### src/rtl/pulse_stretcher.sv
// Pulse stretcher: turns single-cycle event requests into fixed-width high
// intervals separated by a minimum gap, queueing up to PEND_MAX excess events.
module pulse_stretcher #(
    parameter int HOLD_CYCLES = 4,
    parameter int GAP_CYCLES  = 2,
    parameter int PEND_MAX    = 7,
    parameter int PEND_W      = 3
) (
    input  logic              clk,
    input  logic              reset,
    input  logic              pulse_in,
    input  logic              clear_ovf,
    output logic              level_out,
    output logic              busy,
    output logic [PEND_W-1:0] pending,
    output logic              overflow
);

    localparam int T_MAX = (HOLD_CYCLES > GAP_CYCLES) ? HOLD_CYCLES : GAP_CYCLES;
    localparam int TW    = (T_MAX > 1) ? $clog2(T_MAX) : 1;

    localparam logic [TW-1:0]     HOLD_LOAD = TW'(HOLD_CYCLES - 1);
    localparam logic [TW-1:0]     GAP_LOAD  = TW'(GAP_CYCLES - 1);
    localparam logic [TW-1:0]     T_ZERO    = {TW{1'b0}};
    localparam logic [PEND_W-1:0] PEND_SAT  = PEND_W'(PEND_MAX);
    localparam logic [PEND_W-1:0] PEND_ZERO = {PEND_W{1'b0}};

    localparam logic [1:0] ST_IDLE = 2'd0;
    localparam logic [1:0] ST_HOLD = 2'd1;
    localparam logic [1:0] ST_GAP  = 2'd2;

    logic [1:0]        r_state;
    logic [TW-1:0]     r_timer;
    logic [PEND_W-1:0] r_pending;
    logic              r_overflow;
    logic              r_level;

    logic              w_can_launch;
    logic              w_launch;
    logic              w_drop;
    logic [1:0]        w_state_nxt;
    logic [TW-1:0]     w_timer_nxt;
    logic [PEND_W:0]   w_pend_sum;
    logic [PEND_W-1:0] w_pend_nxt;
    logic              w_ovf_nxt;

    // A launch may happen from IDLE or on the last GAP cycle, given work to do.
    always_comb begin
        w_can_launch = (r_state == ST_IDLE) || ((r_state == ST_GAP) && (r_timer == T_ZERO));
        w_launch     = w_can_launch && (pulse_in || (r_pending != PEND_ZERO));
        w_drop       = pulse_in && !w_launch && (r_pending == PEND_SAT);
    end

    // Next state and interval timer; the timer counts down to zero in each phase.
    always_comb begin
        w_state_nxt = r_state;
        w_timer_nxt = r_timer;
        if (w_launch) begin
            w_state_nxt = ST_HOLD;
            w_timer_nxt = HOLD_LOAD;
        end else begin
            case (r_state)
                ST_HOLD: begin
                    if (r_timer == T_ZERO) begin
                        w_state_nxt = ST_GAP;
                        w_timer_nxt = GAP_LOAD;
                    end else begin
                        w_timer_nxt = r_timer - {{(TW-1){1'b0}}, 1'b1};
                    end
                end
                ST_GAP: begin
                    if (r_timer == T_ZERO) begin
                        w_state_nxt = ST_IDLE;
                        w_timer_nxt = T_ZERO;
                    end else begin
                        w_timer_nxt = r_timer - {{(TW-1){1'b0}}, 1'b1};
                    end
                end
                ST_IDLE: begin
                    w_state_nxt = ST_IDLE;
                    w_timer_nxt = T_ZERO;
                end
                default: begin
                    w_state_nxt = ST_IDLE;
                    w_timer_nxt = T_ZERO;
                end
            endcase
        end
    end

    // Pending count and sticky overflow; a drop keeps the count saturated and beats clear_ovf.
    always_comb begin
        w_pend_sum = {1'b0, r_pending} + {{PEND_W{1'b0}}, pulse_in}
                   - {{PEND_W{1'b0}}, w_launch};
        if (w_drop) begin
            w_pend_nxt = PEND_SAT;
        end else begin
            w_pend_nxt = w_pend_sum[PEND_W-1:0];
        end
        if (w_drop) begin
            w_ovf_nxt = 1'b1;
        end else if (clear_ovf) begin
            w_ovf_nxt = 1'b0;
        end else begin
            w_ovf_nxt = r_overflow;
        end
    end

    // State registers with synchronous reset; level_out is registered from the next state.
    always_ff @(posedge clk) begin
        if (reset) begin
            r_state    <= ST_IDLE;
            r_timer    <= T_ZERO;
            r_pending  <= PEND_ZERO;
            r_overflow <= 1'b0;
            r_level    <= 1'b0;
        end else begin
            r_state    <= w_state_nxt;
            r_timer    <= w_timer_nxt;
            r_pending  <= w_pend_nxt;
            r_overflow <= w_ovf_nxt;
            r_level    <= (w_state_nxt == ST_HOLD);
        end
    end

    assign level_out = r_level;
    assign busy      = (r_state != ST_IDLE);
    assign pending   = r_pending;
    assign overflow  = r_overflow;

endmodule

### config.mk
export PLATFORM = sky130hd
export DESIGN_NAME = pulse_stretcher
export DESIGN_NICKNAME = d
export VERILOG_FILES = /design/src/rtl/pulse_stretcher.sv
export SDC_FILE = /design/constraint.sdc
export NUM_CORES = 1
export LEC_CHECK = 0
export CORE_AREA = 5 5 42 44
export DETAILED_ROUTE_END_ITERATION = 6
export DIE_AREA = 0 0 47 49
export GPL_TIMING_DRIVEN = 0
export PLACE_DENSITY = 0.58
export REMOVE_ABC_BUFFERS = 1
export SYNTH_ARGS = -nofsm -noshare
export SYNTH_HDL_FRONTEND = slang
export SYNTH_SLANG_ARGS = --single-unit
export TNS_END_PERCENT = 50
### constraint.sdc
create_clock -name clk -period 4.77 [get_ports clk]
set_input_delay 0.954 -clock clk [delete_from_list [all_inputs] [get_ports clk]]
set_output_delay 0.954 -clock clk [all_outputs]
set_load 0.01 [all_outputs]
; ---- After elaboration in Yosys (flattened, before gate mapping)
; Index checks and enable logic that the tools add are counted.
[totals]
register_bits = 9
inputBits = 4
wordCells = 35
[op_classes]
add_sub_neg = 3
eq_ne = 4
muxes = 11
reduce_logical = 12
[ops]
columns = operator, n
row1 = $mux W2, 6
row2 = $pmux W2 S2, 2
row3 = $eq A2 B1 Y1 const B, 2
row4 = $logic_and A1 B1 Y1, 4
row5 = $logic_not A2 Y1, 2
row6 = $reduce_bool A2 Y1, 2
row7 = $add A3 B1 Y3, 1
row8 = $eq A3 B3 Y1 const B, 1
row9 = $mux W3, 1
row10 = $reduce_bool A3 Y1, 1
row11 = $sub A3 B1 Y3, 1
row12 = $eq A2 B2 Y1 const B, 1
row13 = $logic_or A1 B1 Y1, 2
row14 = $mux W1, 2
row15 = $sub A2 B1 Y2 const B, 1
row16 = $logic_not A1 Y1, 1

; ---- Logic depth before layout (Yosys ltp)
[depth]
depth_word = 8
mapped_depth = 12

; ---- Worst setup path after synthesis
; No wires, ideal clock.
[synth_path]
kind = input to register
from = input port pulse_in
to = register r_pending[2] (netlist: pending[2])
setup_time_ns = 0.114
arrival_time_ns = 2.873
required_time_ns = 4.656
path_slack_ns = 1.783
path_stages = 10
n_path_buf = 0
cell_sequence = or4_4 -> o21ai_4 -> inv_1 -> ha_1 -> inv_1 -> ha_1 -> fa_1 -> xnor2_1 -> xnor2_1 -> a21o_1
[synth_between]
elab_chain_len = 6
[synth_lines]
columns = element, line
row1 = "start, declared", 11  ; input logic pulse_in,
row2 = "parallel branches: the longest is 5 deep, another holds $add A3 B1 Y3", -
row3 = $mux W3 (*), 95  ; if (w_drop) begin
row4 = "end signal, assigned", 120  ; r_pending <= w_pend_nxt;
row5 = "end, declared", 34  ; logic [PEND_W-1:0] r_pending;
; Mark *: on every way between the ends.
; A chain may end at the register's enable or synchronous reset.

; ---- Final worst setup path
; Ends and elaborated chain as after synthesis.

==> results.ini <==
[run_status]
status = finished, final reports clean

[global_route]
grt_pass1_wl_um = 1587
grt_start_max_net_pins = 8
grt_usage = 0.09463
grt_pass1_vias = 387
antenna_found_initial = 0
globalRouteOverflowTotal = 0

[final_layout]
nets = 75
postLayoutCellArea_um2 = 635.6
syn_to_final_growth_pct = 27.32
antenna_cells = 0
drive_gt1_frac = 0.1563
instances_no_fill = 80

[clock_network]
clk_latency_ps = 260
clock-sinks = 9
clkSlewWorstSetupHoldPaths_ps = 60
cts_resized = 0
holdBufCountCts = 0
tritoncts.num_buffers = 3
root_buffer = clkbuf_4
cts_setup_buffers = 0
cts_tree = built
cts_buffer_depth = 2
ctsHtreeMaxLevel = 1

[sta]
rsz0062_at_grt = no
skew_ps = 4.717
finalSetupTns_ps = 0
finalCriticalPeriod_ps = 3261
clock.fmax_mhz = 306.7
hold_ws_ps = 451.1
max_slew_margin = 0.7016
post-route-period-util = 0.6836
setup_violations = 0
slew_viol_final = 0
worst_pin_slew_ps = 444.0
hold_violations = 0

[drt]
drc_errors = 0
drt_iter0_markers = 11
wl_per_cell_um = 11.00
ant_nets = 0
num_vias = 390
drt-pass1-iter-count = 2
wirelength_um = 880
avgViaCountPerCell = 4.875

[logic_synthesis]
synth_top_cell_area_share = 0.3609
syn_area_per_cell_um2 = 9.789
synth-compound-area-share = 0.1830
yosysWarnings = 0
synthMuxAreaShare = 0
synthAdderAreaFrac = 0.1654
ys_types = 18
netlist_area_um2 = 499.2
synth_top_family_by_area = simple AND/OR/NAND/NOR gates
netlist.top_cell.by_area = dfxtp_1
synthXorXnorAreaFrac = 0.03509
yosys.area_share.simple = 0.1880
synth_cells = 51
synth_top_cells_by_area = dfxtp_1 (36%), ha_1 (13%), inv_1 (6.8%), a21oi_1 (6.0%), a21o_1 (6.0%)
synth-seq-cells = 9
yosysSeqAreaShare = 0.3609

[floorplanning]
die_h_um = 49
die-area_mm2 = 0.002303
die_w_um = 47
rows = 14
io_pins = 10
coreArea_mm2 = 0.001401
initial_core_util = 0.3563

[critical_path]
crit_chain = clkdlybuf4s50_1, or4_4, o21ai_4, inv_1, ha_1, inv_1, ha_1, fa_1, xnor2_1, xnor2_1, a21o_1
regToRegSetupSlack_ps = 2240
worstPathMaxFanout = 6
crit_path_max_incr_delay_ps = 540
crit_required_ps = 4930
r2r_cells = 12
cp-end-kind = flip-flop
r2r_start = r_state[0]$_SDFF_PP0_
worstSetupStartpointType = input pin
arrival_ps = 3420
rr_endpoint = pending[2]$_SDFF_PP0_
path_class = in -> reg
cp_slowest_cell = or4_4

[place]
place_area_um2 = 609.3
post-place-cells = 76
portBuffers = 9
globalplace.congestion = 0.7693
dpl.hpwl_um = 706.7

[min_path]
min_path_cells = 1
hold_class = reg -> reg
hp-start = overflow$_SDFFE_PP0P_
hold_end = overflow$_SDFFE_PP0P_

[power]
leakage_nw = 0.2804
power_density_mw_per_mm2 = 571.4
peakVddDrop_mv = 0.3047
total_power_uw = 363.2

[job]
maxCapViolCount = 0

==> cell usage after synthesis (all sizes together) <==
library cell,n
or4,1
nor4,1
fa,1
dfxtp,9
ha,5
or2,1
o21ai,1
nand4,2
a21o,4
xnor2,2
nand3,2
inv,9
nor2,2
o21a,1
or3b,1
a21oi,6
o211ai,1
nor3b,2
==> layout by cell type, fill, tap and decap left out, types with 2 or more instances in the layout <==
master           netlist  routed
inv_1                  9       9
ha_1                   5       5
clkbuf_4               0       3
clkdlybuf4s50_1        0       9
dfxtp_1                9       9
a21o_1                 4       4
nor2_1                 2       2
nand3_1                2       2
nand4_1                2       2
a21oi_1                6       6
nor3b_2                2       2
xnor2_1                2       2
==> state kept, by name, indices dropped and copies added (netlist names) <==
register / cells
pending: 3
r_state: 2
overflow: 1
level_out: 1
r_timer: 2
==> routing by layer <==
metal | vias to the layer above | GRT usage | routed length, um
met5 | - | 0 | 0
met4 | 0 | 0.05530 | 21
met3 | 4 | 0.04059 | 59
met2 | 10 | 0.1222 | 365
met1 | 171 | 0.1264 | 433
li1 | 205 | - | -
==> per-stage QoR <==
step             util  setup WS (ps)
2_1_floorplan       -           1783
3_3_place_gp   0.4348           1233
3_5_place_dp   0.4348           1222
4_1_cts        0.4536           1498
5_1_grt        0.4536           1410
6_report       0.4536           1509
==> critical path, delay by kind of cell <==
family	cells	cell delay, ps
fa+ha+maj	3	830
xor+xnor	2	260
buf+inv	3	560
simple gates	1	540
compound gates	2	280
==> worst max-delay path by stage <==
stage / startpoint / endpoint
after global routing: pulse_in / pending[2]$_SDFF_PP0_
after detailed placement: pulse_in / pending[2]$_SDFF_PP0_
after floorplan: pulse_in / pending[2]$_SDFF_PP0_
after CTS: pulse_in / pending[2]$_SDFF_PP0_
after global placement: pulse_in / pending[2]$_SDFF_PP0_
final: pulse_in / pending[2]$_SDFF_PP0_
==> kinds of logic (layout without fill, tap and decap cells) <==
| family | Yosys count | after routing |
|---|---|---|
| XOR/XNOR | 2 | 2 |
| AO/OA/AOI/OAI | 13 | 13 |
| AND/OR/NAND/NOR | 12 | 12 |
| adder cells (fa/ha/maj) | 6 | 6 |
| buffers and inverters | 9 | 22 |
| flip-flops | 9 | 9 |
==> where the power goes <==
group	switching [mW]	internal [mW]
logic	0.0825	0.102
clock network	0.0270	0.0323
registers	0.0216	0.0983
total	0.131	0.232
==> layout make-up <==
| type | count | area (um2) |
|---|---|---|
| Clock buffer | 4 | 26.28 |
| Fill cell | 145 | 765.7 |
| Inverter | 9 | 33.78 |
| Multi-Input combinational cell | 33 | 285.3 |
| Sequential cell | 9 | 180.2 |
| Tap cell | 16 | 20.02 |
| Timing Repair Buffer | 9 | 90.09 |
No activity file was read; power rests on OpenSTA's default activity.
